==> src/rtl/fifo_arb_pkg.sv <==
// ============================================================================
// Module : fifo_arb_pkg
// Brief  : Shared types, default sizes and the rotating-priority helper for
//          the FIFO push arbiter.
// Rev    : 1.0  initial release
// ============================================================================
`default_nettype none

package fifo_arb_pkg;

  localparam int DEF_NUM_REQ   = 4;
  localparam int DEF_DW        = 8;
  localparam int DEF_MAX_BURST = 4;
  localparam int MAX_REQ       = 8;

  typedef enum logic [0:0] {
    IDLE = 1'b0,
    XFER = 1'b1
  } state_t;

  // Returns {valid, index}: first set bit of req scanning upward from last+1,
  // wrapping modulo n. Scanning far-to-near lets the nearest hit win.
  function automatic logic [3:0] rotate_pick(
    input logic [MAX_REQ-1:0] req,
    input logic [2:0]         last,
    input int unsigned        n
  );
    logic [3:0]  res;
    int unsigned idx;
    res = '0;
    for (int unsigned k = MAX_REQ; k >= 1; k--) begin
      idx = (32'(last) + k) % n;
      if (k <= n && req[idx[2:0]]) begin
        res = {1'b1, idx[2:0]};
      end
    end
    return res;
  endfunction

endpackage

`default_nettype wire

==> src/rtl/fifo_push_arbiter_rr_pick.sv <==
// ============================================================================
// Module : rr_pick
// Brief  : Combinational round-robin selector; winner is the first requester
//          after rr_last, wrapping.
// Rev    : 1.0  initial release
// ============================================================================
`default_nettype none

module rr_pick
  import fifo_arb_pkg::*;
#(
  parameter int NUM_REQ = DEF_NUM_REQ,
  parameter int IW      = $clog2(NUM_REQ)
) (
  input  logic [NUM_REQ-1:0] req,
  input  logic [IW-1:0]      rr_last,
  output logic               valid,
  output logic [IW-1:0]      winner
);

  logic [3:0] w_pick;

  assign w_pick = rotate_pick(8'(req), 3'(rr_last), NUM_REQ);
  assign valid  = w_pick[3];
  assign winner = IW'(w_pick[2:0]);

endmodule

`default_nettype wire

==> src/rtl/fifo_push_arbiter.sv <==
// ============================================================================
// Module : fifo_push_arbiter
// Brief  : Round-robin, burst-granular sharing of one FIFO write port among
//          NUM_REQ producers. Optional macro FIFO_ARB_THRESH_THROTTLE_EN
//          holds off new grants while the FIFO threshold flag is high.
// Rev    : 1.0  initial release
// ============================================================================
`default_nettype none

module fifo_push_arbiter
  import fifo_arb_pkg::*;
#(
  parameter int NUM_REQ   = DEF_NUM_REQ,
  parameter int DW        = DEF_DW,
  parameter int MAX_BURST = DEF_MAX_BURST
) (
  input  logic                       clk,
  input  logic                       rst_n,
  input  logic [NUM_REQ-1:0]         req,
  input  logic [NUM_REQ*DW-1:0]      req_data,
  input  logic [NUM_REQ-1:0]         req_last,
  output logic [NUM_REQ-1:0]         gnt,
  output logic [NUM_REQ-1:0]         ack,
  output logic                       fifo_push,
  output logic [DW-1:0]              fifo_din,
  input  logic                       fifo_full,
  input  logic                       fifo_thre,
  output logic [$clog2(NUM_REQ)-1:0] owner,
  output logic                       busy
);

  localparam int             IW          = $clog2(NUM_REQ);
  localparam int             BW          = $clog2(MAX_BURST) + 1;
  localparam logic [BW-1:0]  C_LAST_BEAT = BW'(MAX_BURST - 1);
  localparam logic [IW-1:0]  C_RR_RESET  = IW'(NUM_REQ - 1);

  state_t         r_state;
  logic [IW-1:0]  r_rr_last;
  logic [BW-1:0]  r_beat_cnt;

  logic           w_valid;
  logic [IW-1:0]  w_winner;
  logic           w_arb_ok;
  logic           w_own_req;
  logic           w_exit;

  rr_pick #(
    .NUM_REQ (NUM_REQ),
    .IW      (IW)
  ) u_rr_pick (
    .req     (req),
    .rr_last (r_rr_last),
    .valid   (w_valid),
    .winner  (w_winner)
  );

`ifdef FIFO_ARB_THRESH_THROTTLE_EN
  assign w_arb_ok = ~fifo_thre;
`else
  logic w_unused_thre;
  assign w_unused_thre = fifo_thre;
  assign w_arb_ok      = 1'b1;
`endif

  // fifo_full is registered inside the FIFO, so gating the push on it here
  // is exact and never overruns.
  assign busy      = (r_state == XFER);
  assign w_own_req = req[owner];
  assign fifo_push = busy & w_own_req & ~fifo_full;
  assign fifo_din  = req_data[owner*DW +: DW];

  always_comb begin
    ack        = '0;
    ack[owner] = fifo_push;
  end

  assign w_exit = busy & (~w_own_req |
                          (fifo_push & (req_last[owner] | (r_beat_cnt == C_LAST_BEAT))));

  always_ff @(posedge clk or negedge rst_n) begin
    if (!rst_n) begin
      r_state    <= IDLE;
      gnt        <= '0;
      owner      <= '0;
      r_beat_cnt <= '0;
      r_rr_last  <= C_RR_RESET;
    end else begin
      case (r_state)
        IDLE: begin
          if (w_valid & w_arb_ok) begin
            r_state    <= XFER;
            gnt        <= NUM_REQ'(1) << w_winner;
            owner      <= w_winner;
            r_beat_cnt <= '0;
          end
        end
        XFER: begin
          if (fifo_push) begin
            r_beat_cnt <= r_beat_cnt + 1'b1;
          end
          if (w_exit) begin
            r_state   <= IDLE;
            gnt       <= '0;
            r_rr_last <= owner;
          end
        end
        default: begin
          r_state <= IDLE;
          gnt     <= '0;
        end
      endcase
    end
  end

endmodule

`default_nettype wire

==> config.mk <==
export PLATFORM = sky130hd
export DESIGN_NAME = fifo_push_arbiter
export DESIGN_NICKNAME = d
export VERILOG_FILES = /design/src/rtl/fifo_arb_pkg.sv /design/src/rtl/fifo_push_arbiter_rr_pick.sv /design/src/rtl/fifo_push_arbiter.sv
export SDC_FILE = /design/constraint.sdc
export NUM_CORES = 1
export LEC_CHECK = 0
export CAP_MARGIN = 20
export CORE_ASPECT_RATIO = 0.9
export CORE_MARGIN = 2
export CORE_UTILIZATION = 38
export DETAILED_ROUTE_END_ITERATION = 12
export PLACE_DENSITY = 0.92
export SYNTH_ARGS = -nofsm -noshare
export SYNTH_HDL_FRONTEND = slang
export SYNTH_HIERARCHICAL = 1
export SYNTH_SLANG_ARGS = --single-unit
==> constraint.sdc <==
create_clock -name clk -period 2.7 [get_ports clk]
set_clock_uncertainty 0.2 [all_clocks]
set_input_delay 0.27 -clock clk [delete_from_list [all_inputs] [get_ports clk]]
set_output_delay 0.27 -clock clk [all_outputs]
set_load 0.01 [all_outputs]
==> metrics.md, run 1 <==
| Metric | Value |
|---|---|
| Outcome | completed |
| Power Dens Cells | slightly above 900 mW/mm2 |
| Core area | 0.00224 mm2 |
| Mean Syn Cell Area | around 11 um2 |
| Worst-skew pair later-pin latency | around 0.28 ns |
| # rows | 16 |
| Max stage delay on crit path | approximately 0.53 ns |
| TritonCTS Buffers | 3 |
| Vias in the first global route | slightly below 1000 |
| Tightest Hold Check Type | input port to asynchronous set/reset pin |
| Crit Path Class | input port to primary output |
| Fmax | approximately 390 MHz |
| Final cell count without fillers | approximately 180 |
| First-pass GRT wire length | approximately 4600 um |
| Worst-path cell chain | clkdlybuf4s50_1 -> mux4_2 -> nand3b_2 -> inv_2 -> and3_1 -> clkdlybuf4s50_1 |
| Clock group share of total power | around 9.7% |
| Pre-CTS setup slack | around 0.11 ns |
| Antenna diodes | 0 |
| Register bit count reported by yosys | 12 |
| Combinational share of power | about two thirds |
| RePlAce Congestion | about 0.86 |
| DR vias | roughly 940 |
| Setup violators final | 0 |
| NetSw | about 0.55 mW |
| RSZ-0062 raised after global routing | no |
| GRT Resource Usage Total | 21.4% |
| Slew @ Worst Pin | 0.519 ns |
| Min cycle time layout | 2.58 ns |
| Bufs on Longest Clock Path | 2 |
| Critical Path Sink Type | primary output |
| Synth-to-layout area growth | 76.5% |
| Layout cells sized above 1 | a little over a fifth |
| Final Hold Viols | 0 |
| Fin crit share | between 90% and 100% |
| Async set-reset flop share out of synthesis | 100% |
| Fin nets | between 150 and 200 |
| Grt total ovfl | 0 |
| Worst Path Arrival | between 2 and 2.5 ns |
| Count of input and output buffers | 62 |
| Startpoint types | input port |
| Max-cap violations | 0 |
| Final Max Slew Viols | 0 |
| DR pass1 iterations | 4 |
| Syn Inst Count | 81 |
| Root buf cell | clkbuf_4 |
| Dpl cells | 171 |
| Post-CTS Setup Inserts | 0 |
| PnR worst setup slack | 0.123 ns |
| Share of power burned in registers | between 20% and 30% |
| VDD IR max | 0.658 mV |
| Avg WL per Cell | 16.4 um |
| Leak pwr | approximately 0.65 nW |
| Width of the chip | ~56 um |
| Slowest cell on crit path | mux4_2 |
| Final wirelength | between 2000 and 3000 um |
| Seq/Total Area, Yosys | 32.7% |
| Hold Buf Count CTS | 0 |
| CTS tree | done |
| Initial Utilization | approximately two fifths |
| Clk sinks | 12 |
| ANT nets after route | 0 |
| Final cell utilization of the core | 72.8% |
| DR vias/cell | between 5 and 6 |
| CP dominant cell by count | clkdlybuf4s50_1 |
| Netlist cell types | 33 |
| Slew HR | between 60% and 70% |
| Worst Path Buf+Inv | 3 |
| Initial DRC Count | 21 |
| EDFF count, synth | 0 |
| Initial antenna violation count | 0 |
| Post-Syn Area | 925 um2 |
| Critical Path RT | roughly 2.2 ns |
| Syn Nets | about 130 |
| HPWL after detailed placement | approximately 2400 um |
| Setup TNS | 0 ns |
| Synth Flop Type | dfrtp_1 |
| Worst-path clk slew | 0.08 ns |
| Delay-heaviest family, CP | buffers and inverters |
| CP max FO | 5 |
| Synth Warn # | 6 |
| Switch share | between 30% and 40% |
| # IOs | between 60 and 70 |
| Overall die area | roughly 0.0028 mm2 |
| DR DRC count | 0 |
| Die Ht | a little over 50 um |
| Largest net degree at the start of global routing | 18 |
| H-tree level count | 1 |
| Internal cell power | 0.926 mW |
| Post-cts sizing count | 0 |
Yosys cell counts (2+ instances only):
| library cell | number | area [um2] |
|---|---|---|
| a21oi_1 | 2 | 10.0 |
| buf_2 | 2 | 10.0 |
| dfrtp_1 | 10 | 250 |
| dfstp_2 | 2 | 52.6 |
| ha_1 | 2 | 25.0 |
| inv_1 | 6 | 22.5 |
| mux2_4 | 2 | 30.0 |
| mux4_2 | 9 | 203 |
| nand2_1 | 8 | 30.0 |
| nand2b_1 | 3 | 18.8 |
| nand3_1 | 3 | 15.0 |
| nor2_1 | 4 | 15.0 |
| nor3b_1 | 2 | 15.0 |
| o21ai_0 | 4 | 20.0 |
| o32ai_1 | 4 | 35.0 |
worst paths after layout:
kind	start	endpoint	slack [ns]	cells after the start
max	req[2]	ack[3]	0.12	6
min in group clk	r_beat_cnt[1]	r_beat_cnt[1]	0.32	2
max in group asynchronous	rst_n	r_rr_last[1]	1.80	1
max reg2reg	owner[1]	r_rr_last[1]	0.72	5
min reg2reg	r_beat_cnt[1]	r_beat_cnt[1]	0.32	2
min	rst_n	r_beat_cnt[0]	0.13	1
cells by family after synthesis:
| family | after synthesis | synth area share [%] |
|---|---|---|
| flops | 12 | 32.7 |
| mux | 14 | 28.7 |
| fa+ha+maj | 2 | 2.71 |
| buf+inv | 12 | 5.95 |
| simple gates | 25 | 14.7 |
| compound gates | 16 | 15.2 |
area by class of cell:
cell class | instances | area [um2]
clock buffer | 4 | 36.3
fill | 172 | 611
inverter | 7 | 26.3
multi-input combinational | 57 | 567
sequential | 12 | 303
tap | 27 | 33.8
timing repair buffer | 68 | 666
sequential cells by signal (all words and copies together), names as in the netlist:
name	flops
gnt	4
r_beat_cnt	3
owner	2
r_rr_last	2
busy	1
through the flow:
stage | hold slack, ns | area, um2 | power (mW)
finish | 0.127 | 1630 | 1.48
global route | 0.172 | 1630 | 1.58
CTS | 0.138 | 1630 | 1.49
detailed placement | 0.306 | 1600 | 1.35
global placement | 0.280 | 1600 | 1.31
floorplan | -0.226 | 925 | 0.932
per-layer routing:
layer / share of wire, % / GRT usage (%) / vias to the layer above
met5: 0 / 0 / -
met4: 3.6 / 11.9 / 0
met3: 7.5 / 3.61 / 12
met2: 51 / 39.4 / 51
li1: - / - / 440
met1: 38 / 23.4 / 432
layout by cell type (no fill, tap or decap), types with 3 or more instances in the layout:
cell	count
nand3_1	3
dfrtp_1	10
nand2b_1	3
o32ai_1	4
nor2_1	4
buf_4	6
clkdlybuf4s50_1	62
mux4_2	9
nand2_1	8
inv_1	6
o21ai_0	4
clkbuf_4	3
power groups by stage:
stage	sequential [mW]	combinational, mW	clock [mW]
floorplan	0.355	0.577	0
global placement	0.339	0.972	0
detailed placement	0.346	1.00	0
CTS	0.343	1.01	0.145
global route	0.354	1.07	0.153
finish	0.342	0.995	0.143
Note: power is estimated with default switching activity, not from simulation.
==> run 2, diff against run 1 <==
--- a/config.mk
+++ b/config.mk
@@ -6,7 +6,6 @@
 export NUM_CORES = 1
 export LEC_CHECK = 0
 export CAP_MARGIN = 20
-export CORE_ASPECT_RATIO = 0.9
 export CORE_MARGIN = 2
 export CORE_UTILIZATION = 38
 export DETAILED_ROUTE_END_ITERATION = 12
==> run 2 against run 1 <==
Compared with the run above: first-iteration DRC count down 52%; via count is 1.5% higher; hold slack gained 0.010 ns; sequential power barely moved; register-to-register slack got worse by 0.07 ns; clock power about the same; combinational power about the same; clock-buffer cell count unchanged; cell count up 0.57%; critical endpoint unchanged; critical path type unchanged; die area hardly changed.
==> metrics.md, run 2 (synthesized netlist as in run 1, its figures left out) <==
| Metric | Value |
|---|---|
| Slew HR | 64.1% (-1.2 points) |
| Delay-heaviest family, CP | buffers and inverters |
| Layout cells sized above 1 | 20.9% (unchanged) |
| DR pass1 iterations | 4 (unchanged) |
| Crit path from | req[2] |
| Reg with most FFs | gnt |
| Max stage delay on crit path | 0.55 ns (+0.02 ns) |
| CP max FO | 5 (unchanged) |
| Slowest cell on crit path | mux4_2 |
| TritonCTS Buffers | 3 (unchanged) |
| Top Registers | gnt (4), r_beat_cnt (3) |
| Critical Path RT | 2.23 ns (about the same) |
| GRT Resource Usage Total | 22.2% (+0.78 points) |
| H-tree level count | 1 (unchanged) |
| Count of input and output buffers | 62 (unchanged) |
| Switch share | 37.8% (+0.36 points) |
| Fin crit share | 96.2% (+0.72 points) |
| ANT nets after route | 0 (unchanged) |
| Internal cell power | 0.926 mW (about the same) |
| Initial DRC Count | 10 (-52%) |
| Share of power burned in registers | 23.0% (about the same) |
| Max-cap violations | 0 (unchanged) |
| Worst-path clk slew | 0.07 ns (about the same) |
| Worst-path cell chain | clkdlybuf4s50_1 -> mux4_2 -> nand3b_2 -> inv_2 -> and3_1 -> clkdlybuf4s50_1 |
| WHS | 0.137 ns (+0.0105 ns) |
| # rows | 17 (+1) |
| Dpl cells | 172 (+0.58%) |
| Antenna diodes | 0 (unchanged) |
| PnR worst setup slack | 0.103 ns (-0.0193 ns) |
| Outcome | completed |
| VDD IR max | 0.666 mV (+1.3%) |
| Setup TNS | 0 ns (unchanged) |
| Final Max Slew Viols | 0 (unchanged) |
| Initial antenna violation count | 0 (unchanged) |
| Setup violators final | 0 (unchanged) |
| Worst-skew pair later-pin latency | 0.28 ns (about the same) |
| RSZ-0062 raised after global routing | no |
| Final cell count without fillers | 176 (+0.57%) |
| DR vias | 949 (+1.5%) |
| Worst r2r src | owner[1] |
| Clock group share of total power | 9.5% (-0.2 points) |
| First-pass GRT wire length | 4420 um (-4.6%) |
| DR DRC count | 0 (unchanged) |
| Vias in the first global route | 936 (-5.9%) |
| NetSw | 0.563 mW (+1.6%) |
| Critical Path Sink Type | primary output |
| Combinational share of power | 67.5% (+0.3 points) |
| Crit Path Class | input port to primary output |
| Worst Path Arrival | 2.13 ns (+0.02 ns) |
| Post-CTS Setup Inserts | 0 (unchanged) |
| RePlAce Congestion | 0.782 (-8.6%) |
| Final Hold Viols | 0 (unchanged) |
| Pre-CTS setup slack | 0.0985 ns (-0.0155 ns) |
| Avg WL per Cell | 17.3 um (+5.4%) |
| Min cycle time layout | 2.60 ns (+0.0193 ns) |
| Synth-to-layout area growth | 76.6% (about the same) |
| Bufs on Longest Clock Path | 2 (unchanged) |
| Die Ht | 53.3 um (+5.0%) |
| Width of the chip | 53.3 um (-4.8%) |
| Overall die area | 0.00284 mm2 (about the same) |
| DR vias/cell | 5.39 (+0.92%) |
| Core area | 0.00225 mm2 (+0.56%) |
| CTS tree | done |
| Fin nets | 195 (unchanged) |
| Grt total ovfl | 0 (unchanged) |
| Hold Buf Count CTS | 0 (unchanged) |
| Worst Path Buf+Inv | 3 (unchanged) |
| Fmax | 385 MHz (-0.74%) |
| # IOs | 64 (unchanged) |
| Tightest Hold Check Type | input port to asynchronous set/reset pin |
| Startpoint types | input port |
| Number of flip-flops in the largest register | 4 (unchanged) |
| Final wirelength | 3040 um (+6.0%) |
| Initial Utilization | 41.0% (-0.23 points) |
| Slew @ Worst Pin | 0.536 ns (+0.0172 ns) |
| HPWL after detailed placement | 2470 um (+3.4%) |
| Most common cell after layout, fill and taps aside | clkdlybuf4s50_1 |
| Largest net degree at the start of global routing | 18 (unchanged) |
| Power Dens Cells | 912 mW/mm2 (+0.52%) |
| CP dominant cell by count | clkdlybuf4s50_1 |
| Root buf cell | clkbuf_4 |
| Leak pwr | 0.651 nW (unchanged) |
| Most frequent cells in the layout | clkdlybuf4s50_1 (62), dfrtp_1 (10), mux4_2 (9) |
| Clk sinks | 12 (unchanged) |
| Post-cts sizing count | 0 (unchanged) |
| Final cell utilization of the core | 72.4% (-0.35 points) |
## run 2: cell counts in the layout (fill, tap and decap cells not counted)
No cell type changed its count.
## run 2: final cells by class
type                       count  area, um2
tap                           28       35.0
multi-input combinational     57        567
timing repair buffer          68        666
inverter                       7       26.3
clock buffer                   4       36.3
fill                         157        622
sequential                    12        303
## run 2: worst reg2reg max path: stages, from the launching register on
cell and delay, ns:
dfrtp_1 0.37, buf_4 0.25, mux2_2 0.39, nor3b_2 0.27
o32ai_4 0.18, mux2_4 0.32
## run 2: worst paths after layout
check / end / slack [ns] / depth (start not counted)
hold reg to reg: r_beat_cnt[2] / 0.32 / 2
setup / recovery: ack[3] / 0.10 / 6
min in group clk: r_beat_cnt[2] / 0.32 / 2
hold / removal: gnt[2] / 0.14 / 1
setup reg to reg: r_rr_last[0] / 0.65 / 5
max in group asynchronous: r_rr_last[0] / 1.80 / 1
## run 2: per-layer routing
| layer | vias to the layer above | global-route usage (%) | routed length, um |
|---|---|---|---|
| li1 | 444 | - | - |
| met1 | 445 | 22.8 | 1110 |
| met2 | 51 | 40.3 | 1540 |
| met3 | 9 | 5.93 | 296 |
| met4 | 0 | 12.0 | 83 |
| met5 | - | 0 | 0 |
## run 2: per-stage QoR
stage	total power, mW	area, um2
finish	1.49	1630
global route	1.59	1630
CTS	1.50	1630
detailed placement	1.35	1600
global placement	1.31	1600
floorplan	0.932	925
## run 2: power by group through the flow
stage	logic [mW]	clock network, mW	registers [mW]
final	1.01	0.141	0.342
after floorplan	0.577	0	0.355
after global placement	0.969	0	0.338
after global routing	1.08	0.158	0.352
after CTS	1.01	0.146	0.342
after detailed placement	1.00	0	0.344
==> run 3, diff against run 2 <==
--- a/config.mk
+++ b/config.mk
@@ -9,7 +9,7 @@
 export CORE_MARGIN = 2
 export CORE_UTILIZATION = 38
 export DETAILED_ROUTE_END_ITERATION = 12
-export PLACE_DENSITY = 0.92
+export PLACE_DENSITY = 0.86
 export SYNTH_ARGS = -nofsm -noshare
 export SYNTH_HDL_FRONTEND = slang
 export SYNTH_HIERARCHICAL = 1
==> run 3 against run 2 <==
Compared with the run above: combinational power hardly changed; worst setup slack lost 0.0074 ns; sequential power about the same; critical endpoint unchanged; power grew 0.28%; sequential cell count did not move; hold slack got worse by 0.0047 ns; utilization unchanged; maximum frequency down 0.28%; sequential share of layout area is the same; non-clock buffer count stayed put.
==> metrics.md, run 3 (synthesized netlist as in run 1, its figures left out) <==
| Metric | Value |
|---|---|
| Count of input and output buffers | 62 (unchanged) |
| Initial antenna violation count | 0 (unchanged) |
| Root buf cell | clkbuf_4 |
| Initial DRC Count | 6 (-4) |
| Critical Path RT | 2.23 ns (about the same) |
| Worst r2r src | owner[1] |
| H-tree level count | 1 (unchanged) |
| Setup violators final | 0 (unchanged) |
| Clk sinks | 12 (unchanged) |
| Slew @ Worst Pin | 0.499 ns (-0.0375 ns) |
| Layout cells sized above 1 | 20.9% (unchanged) |
| Fin nets | 195 (unchanged) |
| Switch share | 38.0% (+0.17 points) |
| Die Ht | 53.3 um (unchanged) |
| Min cycle time layout | 2.60 ns (+0.00742 ns) |
| Crit Path Class | input port to primary output |
| Final Max Slew Viols | 0 (unchanged) |
| First-pass GRT wire length | 4240 um (-3.9%) |
| Post-CTS Setup Inserts | 0 (unchanged) |
| RePlAce Congestion | 0.721 (-7.7%) |
| TritonCTS Buffers | 3 (unchanged) |
| Internal cell power | 0.926 mW (about the same) |
| Clock group share of total power | 9.2% (-0.3 points) |
| Worst Path Arrival | 2.13 ns (about the same) |
| Fmax | 384 MHz (-0.28%) |
| Critical Path Sink Type | primary output |
| RSZ-0062 raised after global routing | no |
| Synth-to-layout area growth | 76.6% (unchanged) |
| Reg2Reg Depth | 5 (unchanged) |
| Slew HR | 66.6% (+2.5 points) |
| Width of the chip | 53.3 um (unchanged) |
| Setup TNS | 0 ns (unchanged) |
| DR vias | 922 (-2.8%) |
| Initial Utilization | 41.0% (unchanged) |
| Reg with most FFs | gnt |
| ANT nets after route | 0 (unchanged) |
| Bufs on Longest Clock Path | 2 (unchanged) |
| Final Hold Viols | 0 (unchanged) |
| Startpoint types | input port |
| Crit path from | req[2] |
| Fin crit share | 96.4% (+0.27 points) |
| Final wirelength | 3060 um (+0.76%) |
| Most frequent cells in the layout | clkdlybuf4s50_1 (62), dfrtp_1 (10), mux4_2 (9) |
| Setup crit end | ack[3] |
| Outcome | completed |
| DR DRC count | 0 (unchanged) |
| Combinational share of power | 67.9% (+0.4 points) |
| R2R Path End | r_rr_last[0] |
| # rows | 17 (unchanged) |
| Worst-path clk slew | 0.07 ns (about the same) |
| Top Registers | gnt (4), r_beat_cnt (3) |
| Overall die area | 0.00284 mm2 (unchanged) |
| Filler cells | 160 (+1.9%) |
| Most common cell after layout, fill and taps aside | clkdlybuf4s50_1 |
| R2R Setup Slk | 0.63 ns (-0.02 ns) |
| Number of flip-flops in the largest register | 4 (unchanged) |
| Leak pwr | 0.651 nW (unchanged) |
| VDD IR max | 0.658 mV (-1.3%) |
| Avg WL per Cell | 17.4 um (+0.76%) |
| Largest net degree at the start of global routing | 18 (unchanged) |
| # IOs | 64 (unchanged) |
| Antenna diodes | 0 (unchanged) |
| Hold Buf Count CTS | 0 (unchanged) |
| Share of power burned in registers | 22.9% (about the same) |
| Vias in the first global route | 910 (-2.8%) |
| Max-cap violations | 0 (unchanged) |
| Final cell count without fillers | 176 (unchanged) |
| Core area | 0.00225 mm2 (unchanged) |
| DR vias/cell | 5.24 (-2.8%) |
| HPWL after detailed placement | 2500 um (+1.2%) |
| Worst-skew pair later-pin latency | 0.27 ns (about the same) |
| GRT Resource Usage Total | 20.9% (-1.3 points) |
| NetSw | 0.567 mW (+0.74%) |
| CTS tree | done |
| CP max FO | 5 (unchanged) |
| Post-cts sizing count | 0 (unchanged) |
| DR pass1 iterations | 4 (unchanged) |
| Tightest Hold Check Type | input port to asynchronous set/reset pin |
| Grt total ovfl | 0 (unchanged) |
| Dpl cells | 172 (unchanged) |
| Power Dens Cells | 914 mW/mm2 (+0.28%) |
==> run 3: cell counts in the layout (fill, tap and decap cells not counted) <==
No cell type changed its count.
==> run 3: final cells by class <==
type	count	area, um2	share of cell area, %
Timing Repair Buffer	68	666	40.8
Multi-Input combinational cell	57	567	34.7
Sequential cell	12	303	18.5
Clock buffer	4	36.3	2.22
Tap cell	28	35.0	2.15
Inverter	7	26.3	1.61
==> run 3: worst max-delay path, stage by stage <==
cell             delay (ns)
clkdlybuf4s50_1        0.46
mux4_2                 0.56
nand3b_2               0.17
inv_2                  0.04
and3_1                 0.17
clkdlybuf4s50_1        0.47
==> run 3: how the worst min path moves through the flow <==
stage                   from  depth (start not counted)       endpoint  slack [ns]
4_1_cts                rst_n                          1           busy        0.14
2_1_floorplan          rst_n                          0           busy       -0.23
3_5_place_dp   r_beat_cnt[2]                          2  r_beat_cnt[2]        0.30
6_report               rst_n                          1           busy        0.13
3_3_place_gp   r_beat_cnt[2]                          2  r_beat_cnt[2]        0.28
5_1_grt                rst_n                          1         gnt[2]        0.17
==> run 3: stage by stage <==
| stage | utilization, % | power [mW] | setup WS [ns] | area [um2] | hold slack [ns] |
|---|---|---|---|---|---|
| after floorplan | - | 0.932 | 0.675 | 925 | -0.226 |
| after global placement | 70.8 | 1.31 | 0.122 | 1600 | 0.281 |
| after detailed placement | 70.8 | 1.36 | 0.0946 | 1600 | 0.297 |
| after CTS | 72.4 | 1.50 | 0.0883 | 1630 | 0.141 |
| after global routing | 72.4 | 1.59 | 0.0196 | 1630 | 0.170 |
| final | 72.4 | 1.49 | 0.0960 | 1630 | 0.133 |
==> run 3: routing by layer <==
| layer | global-route usage, % | up-vias | part of all wire [%] | wire (um) |
|---|---|---|---|---|
| met5 | 0 | - | 0 | 0 |
| met4 | 2.56 | 0 | 0.42 | 13 |
| met3 | 6.21 | 2 | 10 | 311 |
| met2 | 40.9 | 42 | 53 | 1620 |
| met1 | 22.1 | 438 | 36 | 1110 |
| li1 | - | 440 | - | - |
==> run 3: power groups by stage <==
stage                     Sequential, mW  Combinational, mW  Clock (mW)
after floorplan                    0.355              0.577           0
after global placement             0.336              0.977           0
after detailed placement           0.340               1.02           0
after CTS                          0.340               1.02       0.141
after global routing               0.353               1.09       0.150
final                              0.341               1.01       0.138
